--- src/rtl/register_bus_master_pkg.sv ---
// Shared encodings for the register bus master: request opcodes and FSM states.
package register_bus_master_pkg;

    typedef enum logic [1:0] {
        OP_WRITE = 2'b00,
        OP_READ  = 2'b01,
        OP_MOVE  = 2'b10,
        OP_RSVD  = 2'b11
    } op_e;

    typedef enum logic [2:0] {
        IDLE   = 3'd0,
        WR     = 3'd1,
        RD_EN  = 3'd2,
        RD_CAP = 3'd3,
        MV_WR  = 3'd4,
        RSP    = 3'd5
    } state_e;

endpackage

--- src/rtl/register_bus_master_bus_addr_decoder.sv ---
// Index plus enable to one-hot register select; shared by the output-enable and load paths.
module bus_addr_decoder #(
    parameter int AddrBits = 3
) (
    input  logic [AddrBits-1:0]    idx_i,
    input  logic                   en_i,
    output logic [2**AddrBits-1:0] onehot_o
);

    // One-hot decode, all zeros when disabled
    always_comb begin
        onehot_o = {(2**AddrBits){1'b0}};
        if (en_i) begin
            onehot_o[idx_i] = 1'b1;
        end else begin
            onehot_o = {(2**AddrBits){1'b0}};
        end
    end

endmodule

--- src/rtl/register_bus_master.sv ---
// Sequences WRITE / READ / MOVE requests onto a shared tri-state register bus.
// All outputs are registered; they are computed from the next state so bus timing matches the FSM.
module register_bus_master
    import register_bus_master_pkg::*;
#(
    parameter int NrOfBits = 8,
    parameter int AddrBits = 3
) (
    input  logic                   Clock,
    input  logic                   Reset,
    input  logic                   req_valid,
    output logic                   req_ready,
    input  logic [1:0]             req_op,
    input  logic [AddrBits-1:0]    req_src,
    input  logic [AddrBits-1:0]    req_dst,
    input  logic [NrOfBits-1:0]    req_data,
    output logic                   rsp_valid,
    input  logic                   rsp_ready,
    output logic [NrOfBits-1:0]    rsp_data,
    output logic                   rsp_err,
    output logic [2**AddrBits-1:0] bus_cs_n,
    output logic [2**AddrBits-1:0] bus_ld,
    output logic                   bus_tick,
    output logic [NrOfBits-1:0]    bus_wdata,
    input  logic [NrOfBits-1:0]    bus_rdata
);

    localparam int NrOfRegs = 2**AddrBits;

    state_e                state_q, state_d;
    op_e                   op_q, op_d;
    logic [AddrBits-1:0]   src_q, src_d;
    logic [AddrBits-1:0]   dst_q, dst_d;
    logic [NrOfBits-1:0]   data_q, data_d;
    logic                  req_ready_q;
    logic                  rsp_valid_q;
    logic [NrOfBits-1:0]   rsp_data_q, rsp_data_d;
    logic                  rsp_err_q, rsp_err_d;
    logic [NrOfRegs-1:0]   bus_cs_n_q, bus_ld_q;
    logic                  bus_tick_q;
    logic [NrOfBits-1:0]   bus_wdata_q, bus_wdata_d;
    logic                  cs_en_s, ld_en_s;
    logic [NrOfRegs-1:0]   cs_onehot_s, ld_onehot_s;

    // Next-state logic; data_q doubles as the capture register for READ/MOVE
    always_comb begin
        state_d = state_q;
        op_d    = op_q;
        src_d   = src_q;
        dst_d   = dst_q;
        data_d  = data_q;
        case (state_q)
            IDLE: begin
                if (req_valid) begin
                    op_d   = op_e'(req_op);
                    src_d  = req_src;
                    dst_d  = req_dst;
                    data_d = req_data;
                    case (op_e'(req_op))
                        OP_WRITE:         state_d = WR;
                        OP_READ, OP_MOVE: state_d = RD_EN;
                        default:          state_d = RSP;
                    endcase
                end else begin
                    state_d = IDLE;
                end
            end
            WR:     state_d = RSP;
            RD_EN:  state_d = RD_CAP;
            RD_CAP: begin
                data_d = bus_rdata;
                if (op_q == OP_MOVE) begin
                    state_d = MV_WR;
                end else begin
                    state_d = RSP;
                end
            end
            MV_WR:  state_d = RSP;
            RSP: begin
                if (rsp_ready) begin
                    state_d = IDLE;
                end else begin
                    state_d = RSP;
                end
            end
            default: state_d = IDLE;
        endcase
    end

    // Bus and response values for the cycle the FSM is about to enter
    always_comb begin
        cs_en_s     = (state_d == RD_EN) || (state_d == RD_CAP);
        ld_en_s     = (state_d == WR) || (state_d == MV_WR);
        bus_wdata_d = {NrOfBits{1'b0}};
        rsp_data_d  = rsp_data_q;
        rsp_err_d   = rsp_err_q;
        if (ld_en_s) begin
            bus_wdata_d = data_d;
        end else begin
            bus_wdata_d = {NrOfBits{1'b0}};
        end
        // Response fields are frozen on RSP entry so they stay stable while stalled
        if ((state_d == RSP) && (state_q != RSP)) begin
            rsp_err_d = (op_d == OP_RSVD);
            if ((op_d == OP_READ) || (op_d == OP_MOVE)) begin
                rsp_data_d = data_d;
            end else begin
                rsp_data_d = {NrOfBits{1'b0}};
            end
        end else begin
            rsp_data_d = rsp_data_q;
            rsp_err_d  = rsp_err_q;
        end
    end

    bus_addr_decoder #(.AddrBits(AddrBits)) u_cs_dec (
        .idx_i    (src_d),
        .en_i     (cs_en_s),
        .onehot_o (cs_onehot_s)
    );

    bus_addr_decoder #(.AddrBits(AddrBits)) u_ld_dec (
        .idx_i    (dst_d),
        .en_i     (ld_en_s),
        .onehot_o (ld_onehot_s)
    );

    // State, latched request fields and registered outputs
    always_ff @(posedge Clock or negedge Reset) begin
        if (!Reset) begin
            state_q     <= IDLE;
            op_q        <= OP_WRITE;
            src_q       <= {AddrBits{1'b0}};
            dst_q       <= {AddrBits{1'b0}};
            data_q      <= {NrOfBits{1'b0}};
            req_ready_q <= 1'b1;
            rsp_valid_q <= 1'b0;
            rsp_data_q  <= {NrOfBits{1'b0}};
            rsp_err_q   <= 1'b0;
            bus_cs_n_q  <= {NrOfRegs{1'b1}};
            bus_ld_q    <= {NrOfRegs{1'b0}};
            bus_tick_q  <= 1'b0;
            bus_wdata_q <= {NrOfBits{1'b0}};
        end else begin
            state_q     <= state_d;
            op_q        <= op_d;
            src_q       <= src_d;
            dst_q       <= dst_d;
            data_q      <= data_d;
            req_ready_q <= (state_d == IDLE);
            rsp_valid_q <= (state_d == RSP);
            rsp_data_q  <= rsp_data_d;
            rsp_err_q   <= rsp_err_d;
            bus_cs_n_q  <= ~cs_onehot_s;
            bus_ld_q    <= ld_onehot_s;
            bus_tick_q  <= |ld_onehot_s;
            bus_wdata_q <= bus_wdata_d;
        end
    end

    assign req_ready = req_ready_q;
    assign rsp_valid = rsp_valid_q;
    assign rsp_data  = rsp_data_q;
    assign rsp_err   = rsp_err_q;
    assign bus_cs_n  = bus_cs_n_q;
    assign bus_ld    = bus_ld_q;
    assign bus_tick  = bus_tick_q;
    assign bus_wdata = bus_wdata_q;

endmodule

--- config.mk ---
export PLATFORM = sky130hd
export DESIGN_NAME = register_bus_master
export DESIGN_NICKNAME = d
export VERILOG_FILES = /design/src/rtl/register_bus_master_pkg.sv /design/src/rtl/register_bus_master_bus_addr_decoder.sv /design/src/rtl/register_bus_master.sv
export SDC_FILE = /design/constraint.sdc
export NUM_CORES = 1
export LEC_CHECK = 0
export CORE_MARGIN = 1.5
export CORE_UTILIZATION = 50
export DETAILED_ROUTE_END_ITERATION = 12
export GPL_TIMING_DRIVEN = 0
export MAX_ROUTING_LAYER = met4
export PLACE_DENSITY = 0.83
export SETUP_SLACK_MARGIN = 0.15
export SYNTH_ARGS = -nofsm -noshare
export SYNTH_HDL_FRONTEND = slang
export SYNTH_SLANG_ARGS = --single-unit
--- constraint.sdc ---
create_clock -name Clock -period 3.05 [get_ports Clock]
set_input_delay 0.305 -clock Clock [delete_from_list [all_inputs] [get_ports Clock]]
set_output_delay 0.305 -clock Clock [all_outputs]
set_load 0.02 [all_outputs]
=== Word level (Yosys, flattened, before mapping) ===
Cells that the tools add are included.

* Multiplexer cells: 21
* $lt $le $gt $ge: 4
* Bitwise operators: 1
* Reduce and logical (&&, ||, !) cells: 12
* Equal/unequal tests: 17

{| class="wikitable"
|+ Operators with widths
! cell !! number
|-
| $mux W8 || 5
|-
| $mux W3 || 6
|-
| $pmux W8 S2 || 1
|-
| $pmux W3 S5 || 1
|-
| $eq A3 B2 Y1 const B || 4
|-
| $eq A3 B3 Y1 const B || 4
|-
| $eq A2 B2 Y1 const B || 4
|-
| $lt A3 B4 Y1 const B || 2
|-
| $not A8 Y8 || 1
|-
| $reduce_or A8 Y1 || 1
|-
| $demux W1 S3 || 2
|-
| $eq A3 B1 Y1 const B || 2
|-
| $ge A3 B1 Y1 const B || 2
|-
| $logic_not A3 Y1 || 2
|-
| $pmux W3 S2 || 1
|-
| $eq A2 B1 Y1 const B || 2
|-
| $mux W2 || 2
|-
| $reduce_or A2 Y1 || 2
|-
| $logic_and A1 B1 Y1 || 3
|-
| $logic_or A1 B1 Y1 || 3
|-
| $mux W1 || 3
|-
| $ne A3 B3 Y1 const B || 1
|-
| $logic_not A2 Y1 || 1
|}

* Output and inout port bits: 36
* Input port bits: 28
* Flip-flop bits (word level): 55
* Logic and storage cells: 68

=== Depth between registers and ports, before layout ===
Gate-level depths: netlist of run 1.

* Depth in word-level cells: 9
* Mapped depth: 9
* Depth with buffers taken out: 7

=== Modules after synthesis ===
From an unflattened synthesis of run 1, not the netlist that was laid out.

* Cells, all modules: 179
* Area, all modules: 2,334.7 um^2

{| class="wikitable"
|+ Modules (own cells, without submodules)
! module !! times used !! seq. area each (um^2) !! area an instance (um^2) !! cells each
|-
| register_bus_master || 1 || 1,387.6 || 2,143.3 || 163
|-
| bus_addr_decoder at u_cs_dec || 1 || 0.0 || 96.3 || 8
|-
| bus_addr_decoder at u_ld_dec || 1 || 0.0 || 95.1 || 8
|}

=== Least setup slack after synthesis of run 1 ===
No wires, ideal clock.

* Kind: reg-to-reg
* Start point: register state_q[0]
* End point: register rsp_data_q[0], in the netlist rsp_data[0]
* Setup slack: 1,181 ps
* Arrival time: 1,746 ps
* Cell stages (with the launch flop): 10
* Buffers on the path: 3
* Setup time: 124 ps
* Required time: 2,926 ps
* Period minus slack after synthesis: 1,869 ps
* Cells stage by stage: dfrtp_1 -> buf_6 -> nor4b_4 -> buf_6 -> nand2_1 -> nand2_1 -> ha_1 -> buf_2 -> nand2_1 -> mux2i_1

* Longest elaborated chain between the ends: 5
* Elaborated cells on any way between the ends: 17
* Classes of those cells: eq/ne (9); mux (4); reduce/logical (4)

{| class="wikitable"
|+ Ends and longest elaborated chain
! what !! line !! source
|-
| start: declaration || register_bus_master.sv:30 || <nowiki>state_e state_q, state_d;</nowiki>
|-
| start signal: assignment || register_bus_master.sv:145 || <nowiki>state_q <= state_d;</nowiki>
|-
| $logic_not A3 Y1 * || register_bus_master.sv:52 || <nowiki>case (state_q)</nowiki>
|-
| $mux W2 * || register_bus_master.sv:52 ||
|-
| named net op_d[0] || register_bus_master.sv:31 || <nowiki>op_e op_q, op_d;</nowiki>
|-
| $eq A2 B1 Y1 / $eq A2 B2 Y1 (equally long branches) || register_bus_master.sv:105 || <nowiki>if ((op_d == OP_READ) || (op_d == OP_MOVE)) begin</nowiki>
|-
| $logic_or A1 B1 Y1 * || register_bus_master.sv:105 ||
|-
| $mux W8 * || register_bus_master.sv:105 ||
|-
| end signal: assignment || register_bus_master.sv:138 || <nowiki>rsp_data_q <= {NrOfBits{1'b0}};</nowiki>
|-
| end signal: assignment || register_bus_master.sv:152 || <nowiki>rsp_data_q <= rsp_data_d;</nowiki>
|-
| end: declaration || register_bus_master.sv:37 || <nowiki>logic [NrOfBits-1:0] rsp_data_q, rsp_data_d;</nowiki>
|}

Mark *: on every way through the listed nets, which the timed path passes. The rest lies on a longest branch.
A chain may end at the register's enable or synchronous reset.

=== Worst setup path after layout of run 1 ===
* Start point: register state_q[2]
* End point: register rsp_data_q[0], in the netlist rsp_data[0]

Same word-level chain as after synthesis.

==> metrics.txt, run 1 <==
effective utilization at floorplan=0.520; sum of negative setup slack=0 ns; final critical delay including setup and external delays=2.18 ns; number of fill cells in the layout=328; share of post-route cells with drive strength above 1=0.156; crit end category=flip-flop; Synthesized Nets=213; final-stage net count=285; Worst Path Buf+Inv=3; worst r2r dst=rsp_data[0]; worst rel slew slack=0.607; peak supply drop=482 uV; largest net degree at the start of global routing=34; Placement Rows=24; Worst path max stage delay=0.54 ns; number of failing setup endpoints in the final timing report=0; worst path arrival time=2.36 ns; most common library cells after synthesis=dfrtp_1, nand2_1, inv_1; most area-hungry cell type in the Yosys netlist=dfrtp_1; number of DRC markers after the initial detailed-route iteration=93; layout-stage area growth over the synthesis result=36.0%; start-to-end type of the worst setup path=flip-flop to flip-flop; PwrDens=954 nW/um^2; Detailed Route WL=4.22 mm; post-synthesis area per instance=12.4 um^2; count of buffers from port buffering=63; CORE AREA=4350 um^2; source-to-sink clock delay at the later pin of the worst-skew pair=0.29 ns; Post-Syn Instances=183; Detail Route Antenna Nets=0; worst hold path depth=1; drc violations=0; residual overflow from global routing=0; gate family responsible for the most delay along the worst path=simple AND/OR/NAND/NOR gates; hold crit path type=flip-flop to flip-flop; vias in the first global route=1530; startpoint of the most critical register-to-register path=state_q[2]; total count of max-transition violations in the final report=0; number of buffers between clock root and the deepest sink=2; count of flip-flops with a built-in enable after synthesis=0; antenna violations before repair=0; placer's final routability congestion estimate=0.724; maximum frequency from static timing analysis=459 MHz; synthesis warning total=0; number of top-level pins=64; CTS HTree Levels=2; slew at the pin closest to its max-slew limit=0.586 ns; Storage cell area=1390 um^2; result of the run=finished clean; most used cell along the critical path=nand2_1; total count of hold-check failures in the final report=0; worst reg2reg setup slack=0.87 ns; clock skew after layout=0.00562 ns; area fraction of the dominant cell type after synthesis=0.508; clock root buffer master=clkbuf_8; sequential area share after synthesis=0.612; R2R depth=9; setup repair after global routing missed its margin=no; slowest cell on the critical path=nor4b_4; part of the cycle the worst path needs=0.714; most repeated cell in the gate-level netlist after synthesis=dfrtp_1; cells along the critical path=clkbuf_2, nor4b_4, buf_6, nand2_1, nand2_1, ha_1, buf_2, nand2_1, mux2i_1; total via count in the routed design=1508; post-detail-place hpwl=3.13 mm; Die Outline Area=4940 um^2; Hold Path Sink=data_q[4]; critical-path maximum fanout=10; TritonCTS clock tree=built; ys flop type=dfrtp_1; total area of multi-input combinational cells=729 um^2; DIE HEIGHT=70.3 um; first-pass iteration count of the detailed router=4; distinct cell type count of the synthesized netlist=33; number of max-capacitance violations reported=0; Reg clk slew, reported paths=0.09 ns; Critical Path Source Type=flip-flop; Die X=70.3 um; CTS buffer count=5; Synth async-reset ratio=1.00; static leakage=1.45 nW; required arrival time at the worst endpoint=3.23 ns; Yosys reg bits=55; clock sink count=55; average via count per standard cell=4.90; global-route wire length before repair=7.18 mm; overall power after layout=0.00294 W; Netlist Area Pre-Place=2270 um^2; Antenna diodes=0; Avg WL per Cell=13.7 um; ranking of synthesized cells by area=dfrtp_1, dfstp_2, mux2i_1; number of cells on the critical path=9; start point of the worst min-delay path=data_q[4]; Post-CTS Resized=0; GR Util All Layers=0.189
cell type report:
| class | instances | share of cell area |
|---|---|---|
| sequential | 55 | 0.450 |
| inverter | 18 | 0.0231 |
| timing repair buffer | 65 | 0.213 |
| buffer | 8 | 0.0252 |
| multi-input combinational | 102 | 0.237 |
| clock buffer | 7 | 0.0280 |
| tap | 52 | 0.0211 |
| clock inverter | 1 | 0.00284 |
metal layers:
metal,wire [um],part of all wire,vias to the layer above,GRT usage
met5,0,0,-,-
met4,27,0.0064,0,0.0385
met3,251,0.059,5,0.0476
met2,2070,0.49,47,0.304
met1,1870,0.44,709,0.245
li1,-,-,747,-
worst max path at each step:
| stage | startpoint | slack (ns) | endpoint |
|---|---|---|---|
| floorplan | state_q[0] | 1.18 | rsp_data[0] |
| global placement | Reset | 0.11 | bus_ld[5] |
| detailed placement | req_valid | 0.55 | rsp_data[0] |
| CTS | state_q[2] | 0.85 | rsp_data[0] |
| global route | state_q[2] | 0.71 | bus_cs_n[3] |
| finish | state_q[2] | 0.87 | rsp_data[0] |
state kept, by name (all words and copies together), names as in the netlist:
signal / cells
dst_q: 3
op_q: 2
rsp_data: 8
bus_ld: 8
bus_tick: 1
data_q: 8
bus_cs_n: 8
src_q: 3
bus_wdata: 8
rsp_valid: 1
req_ready: 1
rsp_err: 1
state_q: 3
repair_timing:
item | 4_1_cts | 5_1_grt
hold buffers | 1 | 0
setup endpoints to repair | 0 | 0
buffers inserted | 0 | 0
endpoints found under the hold margin | 13 | 0
power by group:
part | internal, W | leakage [nW] | switching, W
registers | 0.00100 | 0.691 | 0.0000899
clock network | 0.000186 | 0.0484 | 0.000214
logic | 0.000663 | 0.712 | 0.000784
cell families (layout without fill, tap and decap cells):
logic type               Yosys count  count (layout)  synth area share
AO/OA/AOI/OAI                     23              23            0.0823
AND/OR/NAND/NOR                   61              61             0.147
adder cells (fa/ha/maj)            2               2            0.0110
multiplexers                      16              16            0.0817
flip-flops                        55              55             0.612
buffers and inverters             26              99            0.0657
layout by cell type, fill, tap and decap left out, types with 5 or more instances in the layout:
cell,netlist,final
nor3_1,9,9
dfrtp_1,46,46
nand2_1,26,26
nor2b_1,9,9
a22o_1,8,8
dfstp_2,9,9
nor2_1,5,5
a21o_1,8,8
clkdlybuf4s50_1,0,62
clkbuf_8,0,6
mux2i_1,12,12
inv_1,15,15
stage by stage:
step / cells / hold slack [ns] / worst slack, ns / instance area (um^2) / utilization
6_report: 308 / 0.492 / 0.873 / 3080 / 0.708
5_1_grt: 308 / 0.519 / 0.711 / 3080 / 0.708
4_1_cts: 308 / 0.496 / 0.845 / 3080 / 0.708
3_5_place_dp: 299 / 0.313 / 0.554 / 2980 / 0.684
3_3_place_gp: 298 / 0.471 / 0.113 / 2960 / 0.680
2_1_floorplan: 183 / 0.00941 / 1.18 / 2270 / -
Power figures use the tool's default switching activity.
==> run 2: changes to the inputs <==
--- a/config.mk
+++ b/config.mk
@@ -6,11 +6,11 @@
 export NUM_CORES = 1
 export LEC_CHECK = 0
 export CORE_MARGIN = 1.5
-export CORE_UTILIZATION = 50
+export CORE_UTILIZATION = 42
 export DETAILED_ROUTE_END_ITERATION = 12
 export GPL_TIMING_DRIVEN = 0
 export MAX_ROUTING_LAYER = met4
-export PLACE_DENSITY = 0.83
+export PLACE_DENSITY = 0.74
 export SETUP_SLACK_MARGIN = 0.15
 export SYNTH_ARGS = -nofsm -noshare
 export SYNTH_HDL_FRONTEND = slang
==> constraint.sdc (replaced) <==
create_clock -name Clock -period 1.8 [get_ports Clock]
set_input_delay 0.18 -clock Clock [delete_from_list [all_inputs] [get_ports Clock]]
set_output_delay 0.18 -clock Clock [all_outputs]
set_load 0.02 [all_outputs]
==> run 2 against run 1 <==
  * The run now ends with setup timing left
  * Highest routed layer unchanged
  * Sequential cell count did not move
  * Cell area up 23%
  * Die area up 18%
  * Cell count up 17%
==> metrics.txt, run 2 (synthesis gave the netlist of run 1 again) <==
Antenna diodes=0; number of buffers between clock root and the deepest sink=2; Critical Path Source Type=flip-flop; hold crit path type=input port to flip-flop; Storage cell area=1390 um^2; TritonCTS clock tree=built; layout-stage area growth over the synthesis result=67.4%; Worst path max stage delay=0.40 ns; peak supply drop=885 uV; CTS HTree Levels=2; CTS buffer count=5; last element of the critical path=bus_ld[6]; sum of negative setup slack=-0.516 ns; final critical-path setup slack=-0.0461 ns; total count of max-transition violations in the final report=0; cells along the critical path=buf_8, nor4b_4, buf_6, buf_12, mux2i_4, inv_4, nand2_2, nor3_1; leading cell type in the layout, fill and taps excluded=clkdlybuf4s50_1; CORE AREA=5140 um^2; GR Util All Layers=0.189; post-detail-place hpwl=3.37 mm; final critical delay including setup and external delays=1.85 ns; part of the cycle the worst path needs=1.03; static leakage=1.72 nW; worst rel slew slack=0.603; start-to-end type of the worst setup path=flip-flop to flip-flop; gate family responsible for the most delay along the worst path=buffers and inverters; setup repair after global routing missed its margin=yes; number of failing setup endpoints in the final timing report=25; clock root buffer master=clkbuf_8; total area of multi-input combinational cells=1010 um^2; crit end category=flip-flop; source-to-sink clock delay at the later pin of the worst-skew pair=0.31 ns; R2R depth=8; number of max-capacitance violations reported=0; PwrDens=1690 nW/um^2; maximum frequency from static timing analysis=542 MHz; total via count in the routed design=1721; drc violations=0; final-stage net count=319; failing checks=setup timing; instance area after placement=3010 um^2; final core occ=0.738; total count of hold-check failures in the final report=0; clock skew after layout=0.00710 ns; Die Outline Area=5840 um^2; Placement Rows=26; number of cells on the critical path=8; worst r2r dst=bus_ld[6]; count of buffers from port buffering=63; worst reg2reg setup slack=-0.05 ns; number of top-level pins=64; Die X=76.5 um; required arrival time at the worst endpoint=2.01 ns; Detailed Route WL=5.64 mm; vias in the first global route=1739; result of the run=finished, violations left; antenna violations before repair=0; Worst Path Buf+Inv=4; slowest cell on the critical path=dfrtp_1; commonest cells after routing, fill and taps aside=clkdlybuf4s50_1, dfrtp_1, buf_6; startpoint of the most critical register-to-register path=state_q[1]; worst path arrival time=2.05 ns; share of post-route cells with drive strength above 1=0.424; effective utilization at floorplan=0.441; average via count per standard cell=4.78; clock sink count=55; DIE HEIGHT=76.5 um; placer's final routability congestion estimate=0.733; global-route wire length before repair=8.35 mm; first element of the critical path=state_q[1]; residual overflow from global routing=0; largest net degree at the start of global routing=31; first-pass iteration count of the detailed router=4; Detail Route Antenna Nets=0; Reg clk slew, reported paths=0.10 ns; critical-path maximum fanout=7; post-route cell area=3790 um^2; slew at the pin closest to its max-slew limit=0.596 ns; number of DRC markers after the initial detailed-route iteration=48; Avg WL per Cell=15.7 um; number of fill cells in the layout=382
[run 2: cell count changes in the layout (fill, tap and decap cells not counted), moves of 4 or more]
cell	previous run	this run
inv_2	0	5
buf_12	1	7
clkdlybuf4s50_1	62	58
nor3_2	2	8
buf_4	1	16
nor3_1	9	1
nand2_1	26	9
inv_1	15	10
buf_6	4	17
mux2i_4	1	7
nor2_1	5	1
nand2_2	0	14
mux2i_1	12	8
[run 2: how the worst min path moves through the flow]
stage	from	end	slack, ns	depth (start not counted)
floorplan	Reset	bus_ld[0]	-0.12	0
global placement	data_q[3]	data_q[3]	0.47	1
global route	req_op[1]	op_q[1]	0.35	3
finish	req_op[1]	op_q[1]	0.36	3
CTS	req_op[1]	op_q[1]	0.35	3
detailed placement	Reset	rsp_err	0.21	1
[run 2: stage by stage]
stage,total power (W),hold slack (ns),setup WS [ns],instances
after floorplan,0.00349,-0.116,-0.0669,183
after global placement,0.00437,0.471,-1.03,316
after detailed placement,0.00442,0.213,-0.571,317
after CTS,0.00557,0.351,-0.0352,343
after global routing,0.00675,0.351,-0.180,360
final,0.00639,0.356,-0.0461,360
[run 2: worst register-to-register path, stage by stage (launching register included)]
cell,delay (ns)
dfrtp_1,0.40
buf_8,0.14
nor4b_4,0.34
buf_6,0.22
buf_12,0.13
mux2i_4,0.30
inv_4,0.08
nand2_2,0.10
nor3_1,0.05
[run 2: what timing repair did]
item | in CTS | in global routing
gates cloned | 1 | 1
pin swaps | 15 | 21
buffers inserted | 16 | 16
gates resized for setup | 30 | 62
endpoints found under the setup margin | 50 | 50
hold endpoints to repair | 16 | 0
hold buffers | 1 | 0
[run 2: final cells by class]
class / instances / share of cell area
clock inverters: 1 / 0.00231
inverters: 18 / 0.0205
clock buffers: 7 / 0.0228
well taps: 70 / 0.0231
plain buffers: 8 / 0.0267
repair buffers: 99 / 0.273
flip-flops and latches: 55 / 0.366
multi-input cells: 102 / 0.266
[run 2: layer usage]
metal | global-route usage | part of all wire | up-vias
met5 | - | 0 | -
met4 | 0.0444 | 0.0082 | 0
met3 | 0.0491 | 0.049 | 6
met2 | 0.303 | 0.53 | 53
met1 | 0.241 | 0.42 | 844
li1 | - | - | 818
[run 2: power by group]
part | switching [W] | total [W] | internal, W
combinational | 0.00183 | 0.00378 | 0.00195
clock | 0.000396 | 0.000712 | 0.000316
sequential | 0.000196 | 0.00190 | 0.00170
total | 0.00242 | 0.00639 | 0.00397
